`config.mk`:
```
export PLATFORM = sky130hd
export DESIGN_NAME = lsu_mem_ctrl
export DESIGN_NICKNAME = d
export VERILOG_FILES = /design/src/rtl/lsu_mem_ctrl.sv
export SDC_FILE = /design/constraint.sdc
export NUM_CORES = 1
export LEC_CHECK = 0
export BUFFER_PORTS_ARGS = -buffer_cell sky130_fd_sc_hd__buf_2
export CORE_MARGIN = 5
export CORE_UTILIZATION = 50
export DETAILED_ROUTE_END_ITERATION = 10
export PLACE_DENSITY = 0.83
export SLEW_MARGIN = 15
export SYNTH_ARGS = -nofsm -noshare
export SYNTH_HDL_FRONTEND = slang
export SYNTH_SLANG_ARGS = --single-unit
```
`constraint.sdc`:
```
create_clock -name clk -period 3.7 [get_ports clk]
set_input_delay 0.555 -clock clk [delete_from_list [all_inputs] [get_ports clk]]
set_output_delay 0.555 -clock clk [all_outputs]
set_load 0.02 [all_outputs]
```
`src/rtl/lsu_mem_ctrl.sv`:
```
// Load/store initiator for the MEM-stage data-memory port: issues one word-aligned access
// with byte enables, waits for mem_ack, and returns extended load data. Optional: MISALIGN_TRAP_EN.
module lsu_mem_ctrl #(
    parameter int ADDR_W         = 32,
    parameter int TIMEOUT_CYCLES = 16
) (
    input  logic              clk,
    input  logic              rst,
    input  logic              req_valid,
    output logic              req_ready,
    input  logic              req_write,
    input  logic [1:0]        req_size,
    input  logic              req_unsigned,
    input  logic [ADDR_W-1:0] req_addr,
    input  logic [31:0]       req_wdata,
    output logic              rsp_valid,
    output logic [31:0]       rsp_rdata,
    output logic              rsp_fault,
    output logic              stall,
    output logic              mem_req,
    output logic              mem_we,
    output logic [3:0]        mem_be,
    output logic [ADDR_W-1:0] mem_addr,
    output logic [31:0]       mem_wdata,
    input  logic              mem_ack,
    input  logic [31:0]       mem_rdata
);

    typedef enum logic [1:0] {IDLE, ISSUE, RESP} state_t;

    localparam int CNT_W = (TIMEOUT_CYCLES > 2) ? $clog2(TIMEOUT_CYCLES) : 1;
    localparam logic [CNT_W-1:0] CNT_LAST = CNT_W'(TIMEOUT_CYCLES - 1);

    state_t            state, state_nxt;
    logic [CNT_W-1:0]  cnt, cnt_nxt;
    logic [31:0]       rdata_q, rdata_nxt;
    logic              fault_q, fault_nxt;

    logic              q_write;
    logic [1:0]        q_size;
    logic              q_unsigned;
    logic [ADDR_W-1:0] q_addr;
    logic [31:0]       q_wdata;

    logic              handshake, misaligned, req_illegal, issuing;
    logic [1:0]        off;
    logic [3:0]        be;
    logic [31:0]       wdata_fmt, ld_ext;
    logic [7:0]        lane_b;
    logic [15:0]       lane_h;

    assign req_ready = (state == IDLE) && !rst;
    assign handshake = req_valid && req_ready;

`ifdef MISALIGN_TRAP_EN
    assign misaligned = ((req_size == 2'b01) && req_addr[0]) ||
                        ((req_size == 2'b10) && (req_addr[1:0] != 2'b00));
`else
    assign misaligned = 1'b0;
`endif
    assign req_illegal = (req_size == 2'b11) || misaligned;

    always_ff @(posedge clk or posedge rst) begin
        if (rst) begin
            q_write    <= 1'b0;
            q_size     <= 2'b00;
            q_unsigned <= 1'b0;
            q_addr     <= '0;
            q_wdata    <= '0;
        end else if (handshake) begin
            q_write    <= req_write;
            q_size     <= req_size;
            q_unsigned <= req_unsigned;
            q_addr     <= req_addr;
            q_wdata    <= req_wdata;
        end
    end

    // Without the trap, sub-size offset bits are dropped so lanes stay naturally aligned.
    always_comb begin
        off       = 2'b00;
        be        = 4'b1111;
        wdata_fmt = q_wdata;
        case (q_size)
            2'b00: begin
                off       = q_addr[1:0];
                be        = 4'b0001 << off;
                wdata_fmt = {4{q_wdata[7:0]}};
            end
            2'b01: begin
                off       = {q_addr[1], 1'b0};
                be        = off[1] ? 4'b1100 : 4'b0011;
                wdata_fmt = {2{q_wdata[15:0]}};
            end
            default: ;
        endcase
    end

    always_comb begin
        case (off)
            2'd1:    lane_b = mem_rdata[15:8];
            2'd2:    lane_b = mem_rdata[23:16];
            2'd3:    lane_b = mem_rdata[31:24];
            default: lane_b = mem_rdata[7:0];
        endcase
        lane_h = off[1] ? mem_rdata[31:16] : mem_rdata[15:0];
        case (q_size)
            2'b00:   ld_ext = {{24{lane_b[7] & ~q_unsigned}}, lane_b};
            2'b01:   ld_ext = {{16{lane_h[15] & ~q_unsigned}}, lane_h};
            default: ld_ext = mem_rdata;
        endcase
    end

    always_ff @(posedge clk or posedge rst) begin
        if (rst) begin
            state   <= IDLE;
            cnt     <= '0;
            rdata_q <= '0;
            fault_q <= 1'b0;
        end else begin
            state   <= state_nxt;
            cnt     <= cnt_nxt;
            rdata_q <= rdata_nxt;
            fault_q <= fault_nxt;
        end
    end

    // An ack on the final timeout cycle takes priority over the fault.
    always_comb begin
        state_nxt = state;
        cnt_nxt   = cnt;
        rdata_nxt = rdata_q;
        fault_nxt = fault_q;
        case (state)
            IDLE: begin
                if (handshake) begin
                    cnt_nxt   = '0;
                    rdata_nxt = '0;
                    fault_nxt = req_illegal;
                    state_nxt = req_illegal ? RESP : ISSUE;
                end
            end
            ISSUE: begin
                if (mem_ack) begin
                    rdata_nxt = q_write ? 32'd0 : ld_ext;
                    fault_nxt = 1'b0;
                    state_nxt = RESP;
                end else if (cnt == CNT_LAST) begin
                    rdata_nxt = '0;
                    fault_nxt = 1'b1;
                    state_nxt = RESP;
                end else begin
                    cnt_nxt = cnt + 1'b1;
                end
            end
            RESP:    state_nxt = IDLE;
            default: state_nxt = IDLE;
        endcase
    end

    assign issuing   = (state == ISSUE);
    assign stall     = (state != IDLE);
    assign rsp_valid = (state == RESP);
    assign rsp_rdata = rsp_valid ? rdata_q : 32'd0;
    assign rsp_fault = rsp_valid && fault_q;
    assign mem_req   = issuing;
    assign mem_we    = issuing && q_write;
    assign mem_be    = issuing ? be : 4'b0000;
    assign mem_addr  = issuing ? {q_addr[ADDR_W-1:2], 2'b00} : '0;
    assign mem_wdata = (issuing && q_write) ? wdata_fmt : 32'd0;

endmodule
```
Word level (Yosys, flattened, before mapping)
Index checks and enable logic that the tools add are counted.

storage, ports and cells
  register bits = 107
  input bits = 104
  output and inout bits = 106
  logic and storage cells = 67

operators by class
  $add $sub $neg = 1
  equal/unequal tests = 12
  shift operators = 1
  multiplexer cells = 29
  bitwise gates (word level) = 3
  reduce and logical (&&, ||, !) cells = 12

operators with widths
  operator                                               number
  two-way mux 32 bit                                     7
  one-hot mux 32 bit (2 select lines)                    3
  one-hot mux 8 bit (3 select lines)                     1
  two-way mux 4 bit                                      5
  two-way mux 16 bit                                     1
  one-hot mux 4 bit (2 select lines)                     2
  == test 2 bit, second input constant                   4
  two-way mux 2 bit                                      4
  one-hot mux 2 bit (2 select lines)                     2
  == test 2 x 1 -> 1 bit, second input constant          3
  inequality test 2 bit, second input constant           3
  adder 4 x 1 -> 4 bit, second input constant            1
  == test 4 bit, second input constant                   1
  logical AND 1 bit                                      4
  zero test 2 bit                                        2
  AND reduction 4 bit                                    1
  nonzero test 2 bit                                     2
  << shifter 1 x 2 -> 4 bit, first input constant        1
  two-way mux 1 bit                                      3
  inequality test 3 x 2 -> 1 bit, second input constant  1
  AND reduction 3 bit                                    1
  bitwise AND 1 bit                                      2
  one-hot mux 1 bit (2 select lines)                     1
  AND reduction 2 bit                                    1
  2 further kinds                                        2

Logic depth before layout (Yosys ltp)
Gate-level depths: netlist of run 1.

  depth in word-level cells = 9
  depth in mapped cells = 7
  depth with buffers taken out = 5

Least setup slack after synthesis of run 1
OpenSTA, ideal clock, no wires.

  kind = reg-to-output
  start point = reg state[1]
  end point = out mem_be[2]
  data arrival time = 1.564 ns
  required time = 3.145 ns
  slack = 1.581 ns
  cell stages (with the launch flop) = 6
  path buffers = 1
  path through = dfrtp_1 > nand2b_1 > inv_1 > clkbuf_1 > o21ai_0 > a21oi_1

on the way
  longest elaborated chain between the ends = 2

ends and longest elaborated chain
  element                   RTL line  RTL
  start: declaration        34        state_t state, state_nxt;
  start signal: assignment  121       state <= state_nxt;
  == test 2 x 1 -> 1 bit    161       assign issuing = (state == ISSUE);
  two-way mux 4 bit         168       assign mem_be = issuing ? be : 4'b0000;
  end: declaration          22        output logic [3:0] mem_be,

Every way passes these cells.

Worst setup path in the final report of run 1
  start point = reg q_size[1]
  end point = out mem_wdata[12]

on the way
  longest elaborated chain between the ends = 3
  elaborated cells between the ends (all ways) = 4
  classes of those cells = eq/ne (1); mux (2); reduce/logical (1)

ends and longest elaborated chain
  element                                                           RTL line  RTL
  start: declaration                                                40        logic [1:0] q_size;
  start signal: assignment                                          72        q_size <= req_size;
  == test 2 x 1 -> 1 bit / zero test 2 bit (equally long branches)  84        case (q_size)
  one-hot mux 32 bit (2 select lines) *                             84
  two-way mux 32 bit *                                              170       assign mem_wdata = (issuing && q_write) ? wdata_fmt : 32'd0;
  end: declaration                                                  24        output logic [31:0] mem_wdata,

Mark *: on every way between the ends. The rest lies on a longest branch, timed or not.

==> qor.csv, run 1 <==
stage;metric;value;unit
floorplanning;die_x;119;µm
timing;shortest_clock_period_the_worst_path_allows_after_layout;2.85;ns
timing;fin_crit_sh;76.9;%
setup_path;worst-endpoint-arrival;2.29;ns
yosys;post-synth-top-area-fraction;45.4;%
timing;worst_slew_margin_rel;35.3;%
timing;worst_slew_pin_slew;0.968;ns
setup_path;ff2ff_setup_slack;1.22;ns
finish;final_layout_size_suffix_gt1_share;28.7;%
timing;fin_tns_setup;0;ns
yosys;yosys.cell_count.top_type;nand2_1;
routing;vias;5596;
clocking;cts_made_buffers;9;
clocking;clkSinkCount;107;
power_and_ir_drop;power_density;764;nW/µm²
routing;first_pass_iters;5;
worst_hold_path;min_path_type;in -> reg;
timing;grt_setup_unrepaired;no;
power_and_ir_drop;p_sw_share;43.3;%
yosys;postSynthAreaPerCell;8.40;µm²
clocking;cts_tree;done;
finish;antenna-diode-count;0;
finish;area_growth;22.8;%
yosys;post_synth_inst_count;702;
routing;wl_per_cell;16.7;µm
routing;antenna_left;0;
yosys;edff_count_synth;0;
global_routing;first_global_vias;5483;
setup_path;critical_path_required;3.14;ns
floorplanning;fp.dieH;119;µm
floorplanning;io_pins;210;
floorplanning;die-area;14100;µm²
routing;drtIter0Drc;530;
yosys;asyncSetResetFlopFracSynth;100;%
finish;design_area;7250;µm²
job;maxCapViolations;0;
finish;postLayoutCoreUtil;62.9;%
clocking;cts.path.max_buffers;2;
yosys;yosysWarningCount;0;
yosys;ys_dominant_reg_cell;dfrtp_1;
clocking;postCtsSetupBuffers;0;
clocking;cts-htree-levels;3;
global_routing;busiest_layer;met2;
global_routing;grt_overflow_total;0;
yosys;yosysSeqAreaShare;45.4;%
power_and_ir_drop;combPwrFrac;44.9;%
global_routing;global_router_s_overall_resource_usage;24.1;%
finish;finalNetCount;981;
timing;final-hold-violation-count;0;
setup_path;worst-setup-path-type;reg -> out;
yosys;yosys-top-cells-area;dfrtp_1 (45%), nand2_1 (15%), and2_1 (6.7%), a22o_1 (3.9%), mux2i_1 (3.2%);
global_routing;met2_usage;38.1;%
power_and_ir_drop;clkPwrFrac;17.0;%
timing;max_freq;351;MHz
timing;setup_viol;0;
timing;worst_hold_slack;0.393;ns
global_routing;met3_track_demand_over_resource_in_global_routing;6.73;%
place;dp_hpwl;12100;µm
global_routing;grt_first_pass_wirelength;27700;µm
floorplanning;floorplan.initialDensity;51.2;%
setup_path;worstPathMaxFanout;36;
yosys;ys_types;54;
power_and_ir_drop;p_switching;2.40;mW
yosys;most_frequent_cells_after_synthesis;nand2_1 (233), dfrtp_1 (107), and2_1 (63), nor2_1 (36), a21oi_1 (35);
global_routing;grt_antenna_before_repair;0;
finish;filler_cell_count;1019;
clocking;worst_skew_pair_later_pin_latency;0.34;ns
clocking;postCtsHoldBufs;0;
clocking;clk_pin_slew;0.07;ns
setup_path;startpoint_type;register;
power_and_ir_drop;vdd_ir_drop_max;0.393;mV
yosys;ys_ff_latch;107;
clocking;cts.root.buffer_cell;clkbuf_16;
power_and_ir_drop;pwr-share-seq;38.1;%
setup_path;critPathCaptureType;output pin;
place;post_dp_cell_area;6960;µm²
yosys;syn-cell-area;5900;µm²
floorplanning;floorplan.rows;39;
global_routing;gr-usage-met1;31.4;%
timing;clock_skew;0.00533;ns
routing;detail_route.wirelength;17100;µm
clocking;cts_resized;0;
floorplanning;core;11500;µm²
routing;drt_drc_violations_left;0;
power_and_ir_drop;power.leakage;4.06;nW
outcome;run_status;completed;
global_routing;maximum_number_of_pins_on_one_net_before_global_route_repair;72;
place;port_buf_inserts;207;
routing;drt-vias-per-instance;5.47;
power_and_ir_drop;cell_internal_pwr;3.14;mW
yosys;synth_top_cell_by_area;dfrtp_1;
place;gp_routability_congestion;0.906;
power_and_ir_drop;report.power.total;5.54;mW
timing;drv_slew;0;
kinds of logic (layout without fill, tap and decap cells):
| kind of cell | Yosys count | in the layout | synth area share, % |
|---|---|---|---|
| AND/OR/NAND/NOR | 376 | 376 | 29.2 |
| AO/OA/AOI/OAI | 126 | 126 | 15.5 |
| flip-flops | 107 | 107 | 45.4 |
| buffers and inverters | 64 | 241 | 4.69 |
| multiplexers | 26 | 26 | 4.75 |
| adder cells (fa/ha/maj) | 1 | 1 | 0.212 |
| other | 1 | 2 | 0.0636 |
| XOR/XNOR | 1 | 1 | 0.148 |
placed cells by master, fill, tap and decap left out, types with 3 or more instances in the layout:
cell type and instances:
nand2_1 232, buf_2 207, dfrtp_1 106, and2_1 63
nor2_1 36, a21oi_1 35, a22o_1 26, mux2i_1 19
a21o_1 17, inv_1 10, o22ai_1 10, nor2b_1 9
and3_1 9, clkbuf_16 9, buf_4 7, mux2_2 6
a221oi_1 5, o32ai_1 5, o21ai_0 5, nand2b_1 4
or3_1 3, or2_2 3, nand3_1 3, a32oi_1 3
routing by layer:
layer | vias up | share of wire (%) | wire length (µm)
met5 | - | 0 | 0
met4 | 0 | 2.7 | 471
met3 | 36 | 8.9 | 1520
met2 | 253 | 46 | 7830
met1 | 2623 | 43 | 7320
li1 | 2684 | - | -
metrics by stage:
stage | std cells | setup WS (ns)
6_report | 1023 | 0.854
5_1_grt | 1023 | 0.637
4_1_cts | 1023 | 0.867
3_5_place_dp | 1008 | 1.25
3_3_place_gp | 1008 | 1.25
2_1_floorplan | 703 | 0.328
registers in the layout, summed over array words and instances, names as in the netlist:
name	cells
cnt	4
fault_q	1
q_addr	32
q_size	2
q_unsigned	1
q_wdata	32
q_write	1
rdata_q	32
state	2
cell type report:
class / instances / area (µm²) / share of cell area (%)
flip-flops and latches: 107 / 2680 / 37.0
clock buffers: 10 / 229 / 3.16
well taps: 143 / 179 / 2.47
repair buffers: 215 / 1110 / 15.3
clock inverters: 5 / 55.1 / 0.760
multi-input cells: 532 / 2950 / 40.7
inverters: 11 / 43.8 / 0.604
power groups by stage:
| stage | clock network, mW | logic, mW | registers, mW |
|---|---|---|---|
| 2_1_floorplan | 0 | 2.03 | 1.87 |
| 3_3_place_gp | 0 | 2.44 | 2.10 |
| 3_5_place_dp | 0 | 2.49 | 2.11 |
| 4_1_cts | 0.953 | 2.50 | 2.10 |
| 5_1_grt | 0.999 | 2.78 | 2.18 |
| 6_report | 0.942 | 2.49 | 2.11 |
critical path: stages, from the launching register on:
cell and delay, ns:
dfrtp_2 0.65, nor2_1 0.76, nand2_1 0.11, a21oi_1 0.19
buf_2 0.22
worst paths after layout:
kind                             startpoint       endpoint  cells after the start
worst min register to register   rdata_q[7]     rdata_q[7]                      2
min in group asynchronous               rst     q_addr[21]                      2
worst min-delay path            req_addr[5]      q_addr[5]                      3
worst max register to register    q_size[1]    rdata_q[13]                      5
worst max-delay path              q_size[1]  mem_wdata[12]                      4
max in group asynchronous               rst    q_wdata[10]                      3
No activity file was read; power rests on OpenSTA's default activity.
==> run 2, diff against run 1 <==
--- a/config.mk
+++ b/config.mk
@@ -5,11 +5,12 @@
 export SDC_FILE = /design/constraint.sdc
 export NUM_CORES = 1
 export LEC_CHECK = 0
+export ABC_AREA = 1
 export BUFFER_PORTS_ARGS = -buffer_cell sky130_fd_sc_hd__buf_2
 export CORE_MARGIN = 5
-export CORE_UTILIZATION = 50
+export CORE_UTILIZATION = 46
 export DETAILED_ROUTE_END_ITERATION = 10
-export PLACE_DENSITY = 0.83
+export PLACE_DENSITY = 0.81
 export SLEW_MARGIN = 15
 export SYNTH_ARGS = -nofsm -noshare
 export SYNTH_HDL_FRONTEND = slang
==> constraint.sdc (replaced) <==
create_clock -name clk -period 2.3 [get_ports clk]
set_input_delay 0.345 -clock clk [delete_from_list [all_inputs] [get_ports clk]]
set_output_delay 0.345 -clock clk [all_outputs]
set_load 0.02 [all_outputs]
==> qor.csv, run 2 <==
stage;metric;value;unit;change
outcome;run_status;completed;;unchanged
place;port_buf_inserts;207;;unchanged
yosys;ys_dominant_reg_cell;dfrtp_1;;unchanged
yosys;ys_ff_latch;107;;unchanged
floorplanning;die_x;123;µm;was 119 µm
setup_path;timing.reg2reg.worst_path_depth;7;;was 5
clocking;cts_tree;done;;unchanged
setup_path;worst-endpoint-arrival;1.86;ns;was 2.29 ns
floorplanning;floorplan.rows;41;;was 39
clocking;cts-htree-levels;3;;unchanged
clocking;cts.path.max_buffers;2;;unchanged
global_routing;global_router_s_overall_resource_usage;22.7;%;was 24.1%
clocking;clk_pin_slew;0.07;ns;about the same
power_and_ir_drop;vdd_ir_drop_max;0.637;mV;was 0.393 mV
routing;wl_per_cell;14.8;µm;was 16.7 µm
timing;worst_hold_slack;0.221;ns;was 0.393 ns
timing;final-hold-violation-count;0;;unchanged
power_and_ir_drop;pwr-share-seq;40.4;%;was 38.1%
timing;fin_tns_setup;0;ns;unchanged
power_and_ir_drop;power_density;869;nW/µm²;was 764 nW/µm²
clocking;clkSinkCount;107;;unchanged
setup_path;ff2ff_setup_slack;0.37;ns;was 1.22 ns
job;maxCapViolations;0;;unchanged
global_routing;met2_usage;35.4;%;was 38.1%
yosys;yosysSeqAreaShare;45.6;%;was 45.4%
yosys;yosysWarningCount;0;;unchanged
clocking;worst_skew_pair_later_pin_latency;0.35;ns;was 0.34 ns
timing;drv_slew;0;;unchanged
routing;drt_drc_violations_left;0;;unchanged
power_and_ir_drop;power.leakage;4.17;nW;was 4.06 nW
floorplanning;die-area;15100;µm²;was 14100 µm²
global_routing;busiest_layer;met2;;unchanged
global_routing;gr-usage-met1;30.6;%;was 31.4%
finish;top_regs;q_addr: 32 flops, q_wdata: 32 flops, rdata_q: 32 flops;;unchanged
yosys;postSynthAreaPerCell;7.40;µm²;was 8.40 µm²
global_routing;met3_track_demand_over_resource_in_global_routing;6.13;%;was 6.73%
setup_path;worstPathMaxFanout;45;;was 36
yosys;synth_top_cell_by_area;dfrtp_1;;unchanged
routing;detail_route.wirelength;17100;µm;about the same
yosys;yosys.cell_count.top_type;nor2_1;;was nand2_1
yosys;asyncSetResetFlopFracSynth;100;%;unchanged
routing;drt-vias-per-instance;5.02;;was 5.47
clocking;cts.root.buffer_cell;clkbuf_16;;unchanged
routing;antenna_left;0;;unchanged
timing;setup_viol;0;;unchanged
setup_path;critPathCaptureType;output pin;;unchanged
setup_path;worst-setup-path-type;reg -> out;;unchanged
place;dp_hpwl;12500;µm;was 12100 µm
setup_path;reg_to_reg_endpoint;rdata_q[30];;was rdata_q[13]
timing;grt_setup_unrepaired;yes;;was no
finish;layout.cells.most_common_list;buf_2 (207), nor2_1 (169), nand2_1 (158);;was nand2_1 (232), buf_2 (207), dfrtp_1 (106)
timing;clock_skew;0.0101;ns;was 0.00533 ns
global_routing;first_global_vias;5604;;was 5483
power_and_ir_drop;cell_internal_pwr;3.95;mW;was 3.14 mW
setup_path;reg2reg_from;q_size[1];;unchanged
finish;area_growth;25.6;%;was 22.8%
setup_path;critPathSlowestCell;dfrtp_1;;was nor2_1
yosys;post_synth_inst_count;794;;was 702
power_and_ir_drop;combPwrFrac;35.4;%;was 44.9%
yosys;most_frequent_cells_after_synthesis;nor2_1 (170), nand2_1 (159), inv_1 (108), dfrtp_1 (107), a21oi_1 (74);;was nand2_1 (233), dfrtp_1 (107), and2_1 (63), nor2_1 (36), a21oi_1 (35)
routing;first_pass_iters;7;;was 5
floorplanning;io_pins;210;;unchanged
yosys;edff_count_synth;0;;unchanged
routing;vias;5817;;was 5596
yosys;post-synth-top-area-fraction;45.6;%;was 45.4%
setup_path;critical_path_required;1.96;ns;was 3.14 ns
setup_path;critical-path-top-delay-family;buffers and inverters;;was simple AND/OR/NAND/NOR gates
place;dp.cells;1139;;was 1008
global_routing;maximum_number_of_pins_on_one_net_before_global_route_repair;108;;was 72
power_and_ir_drop;report.power.total;6.42;mW;was 5.54 mW
global_routing;grt_overflow_total;0;;unchanged
clocking;cts_made_buffers;9;;unchanged
setup_path;timing.critical_path.cells;bufinv_8 > nand2_2 > o221ai_1 > nor2_1 > buf_2;;was nor2_1 > nand2_1 > a21oi_1 > buf_2
finish;filler_cell_count;1211;;was 1019
global_routing;grt_antenna_before_repair;3;;was 0
power_and_ir_drop;clkPwrFrac;24.2;%;was 17.0%
yosys;yosys-top-cells-area;dfrtp_1 (46%), nor2_1 (11%), nand2_1 (10%), inv_1 (6.9%), a21oi_1 (6.3%);;was dfrtp_1 (45%), nand2_1 (15%), and2_1 (6.7%), a22o_1 (3.9%), mux2i_1 (3.2%)
finish;antenna-diode-count;0;;unchanged
setup_path;startpoint_type;register;;unchanged
floorplanning;core;12600;µm²;was 11500 µm²
floorplanning;floorplan.initialDensity;46.8;%;was 51.2%
routing;drtIter0Drc;443;;was 530
yosys;ys_types;33;;was 54
finish;layout.cells.non_filler;1159;;was 1023
timing;max_freq;454;MHz;
setup_path;critPathBufInv;2;;was 1
finish;final_layout_size_suffix_gt1_share;29.8;%;was 28.7%
timing;worst_slew_margin_rel;61.9;%;was 35.3%
power_and_ir_drop;p_sw_share;38.5;%;was 43.3%
place;gp_routability_congestion;0.864;;was 0.906
setup_path;largest_stage_delay_on_the_critical_path;0.38;ns;was 0.76 ns
yosys;syn-cell-area;5880;µm²;was 5900 µm²
worst_hold_path;min_path_type;in -> async;;was in -> reg
timing;fin_crit_sh;95.7;%;
global_routing;grt_first_pass_wirelength;27000;µm;was 27700 µm
timing;worst_slew_pin_slew;0.571;ns;was 0.968 ns
power_and_ir_drop;p_switching;2.47;mW;was 2.40 mW
finish;most_common_cell_after_layout_fill_and_taps_aside;buf_2;;was nand2_1
timing;shortest_clock_period_the_worst_path_allows_after_layout;2.20;ns;
finish;finalNetCount;1088;;was 981
floorplanning;fp.dieH;123;µm;was 119 µm
run 2: cell types whose count changed in the layout (fill, tap and decap cells not counted), sizes merged, moves of 34 or more:
cell,before,now
and2,63,0
a21oi,37,74
inv,11,113
nand3,3,37
nand2,233,175
nor2,36,176
run 2: metrics by stage:
stage               setup WS, ns  utilization (%)  area (µm²)
floorplan                 -0.716                -        5890
global placement           0.425             55.9        7030
detailed placement         0.383             55.9        7030
CTS                       0.0424             58.2        7320
global route            -0.00517             58.7        7380
finish                    0.0982             58.7        7380
run 2: worst max-delay path by stage:
stage	from	endpoint	slack (ns)	cells past startpoint
3_5_place_dp	q_size[1]	mem_wdata[25]	0.38	5
2_1_floorplan	rst	rdata_q[0]	-0.72	7
3_3_place_gp	q_size[1]	mem_wdata[25]	0.42	5
6_report	q_size[1]	mem_wdata[10]	0.1	5
4_1_cts	q_size[1]	mem_wdata[25]	0.04	5
5_1_grt	q_size[1]	mem_wdata[12]	-0.005	5
run 2: area by class of cell:
class                      instances  area (µm²)  share of cell area [%]
inverter                         115         455                    6.17
multi-input combinational        530        2570                    34.8
timing repair buffer             219        1160                    15.8
tap                              172         215                    2.92
clock inverter                     5        63.8                   0.864
timing repair inverter             1        7.51                   0.102
sequential                       107        2680                    36.3
clock buffer                      10         229                    3.10
run 2: timing repair:
item                                    CTS  global route
buffers inserted                          0             4
cloned                                    0             1
hold buffers                              0             0
pin swaps                                 0             1
endpoints found under the setup margin    2            55
resized for setup                         1             7
run 2: power groups by stage:
stage	registers, mW	logic, mW	clock network (mW)
3_5_place_dp	2.62	2.23	0
5_1_grt	2.65	2.54	1.65
2_1_floorplan	2.52	1.69	0
4_1_cts	2.58	2.24	1.58
3_3_place_gp	2.60	2.19	0
6_report	2.59	2.27	1.56
run 2: worst min-delay path, delay by kind of cell:
kind / cells / cell delay (ns)
buf+inv: 3 / 0.68
run 2: logic make-up (layout without fill, tap and decap cells):
group                    count (synthesis)  after routing  synth area share, %
AND/OR/NAND/NOR                        393            393                 28.2
buffers and inverters                  158            350                 11.3
AO/OA/AOI/OAI                          110            110                 10.1
flip-flops                             107            107                 45.6
multiplexers                            24             24                 4.60
adder cells (fa/ha/maj)                  1              1                0.213
other                                    1              2               0.0638
run 2: routing by layer:
| layer | wire, µm | share of wire, % |
|---|---|---|
| met2 | 7780 | 45 |
| met4 | 391 | 2.3 |
| met5 | 40 | 0.23 |
| met1 | 7290 | 43 |
| met3 | 1650 | 9.6 |
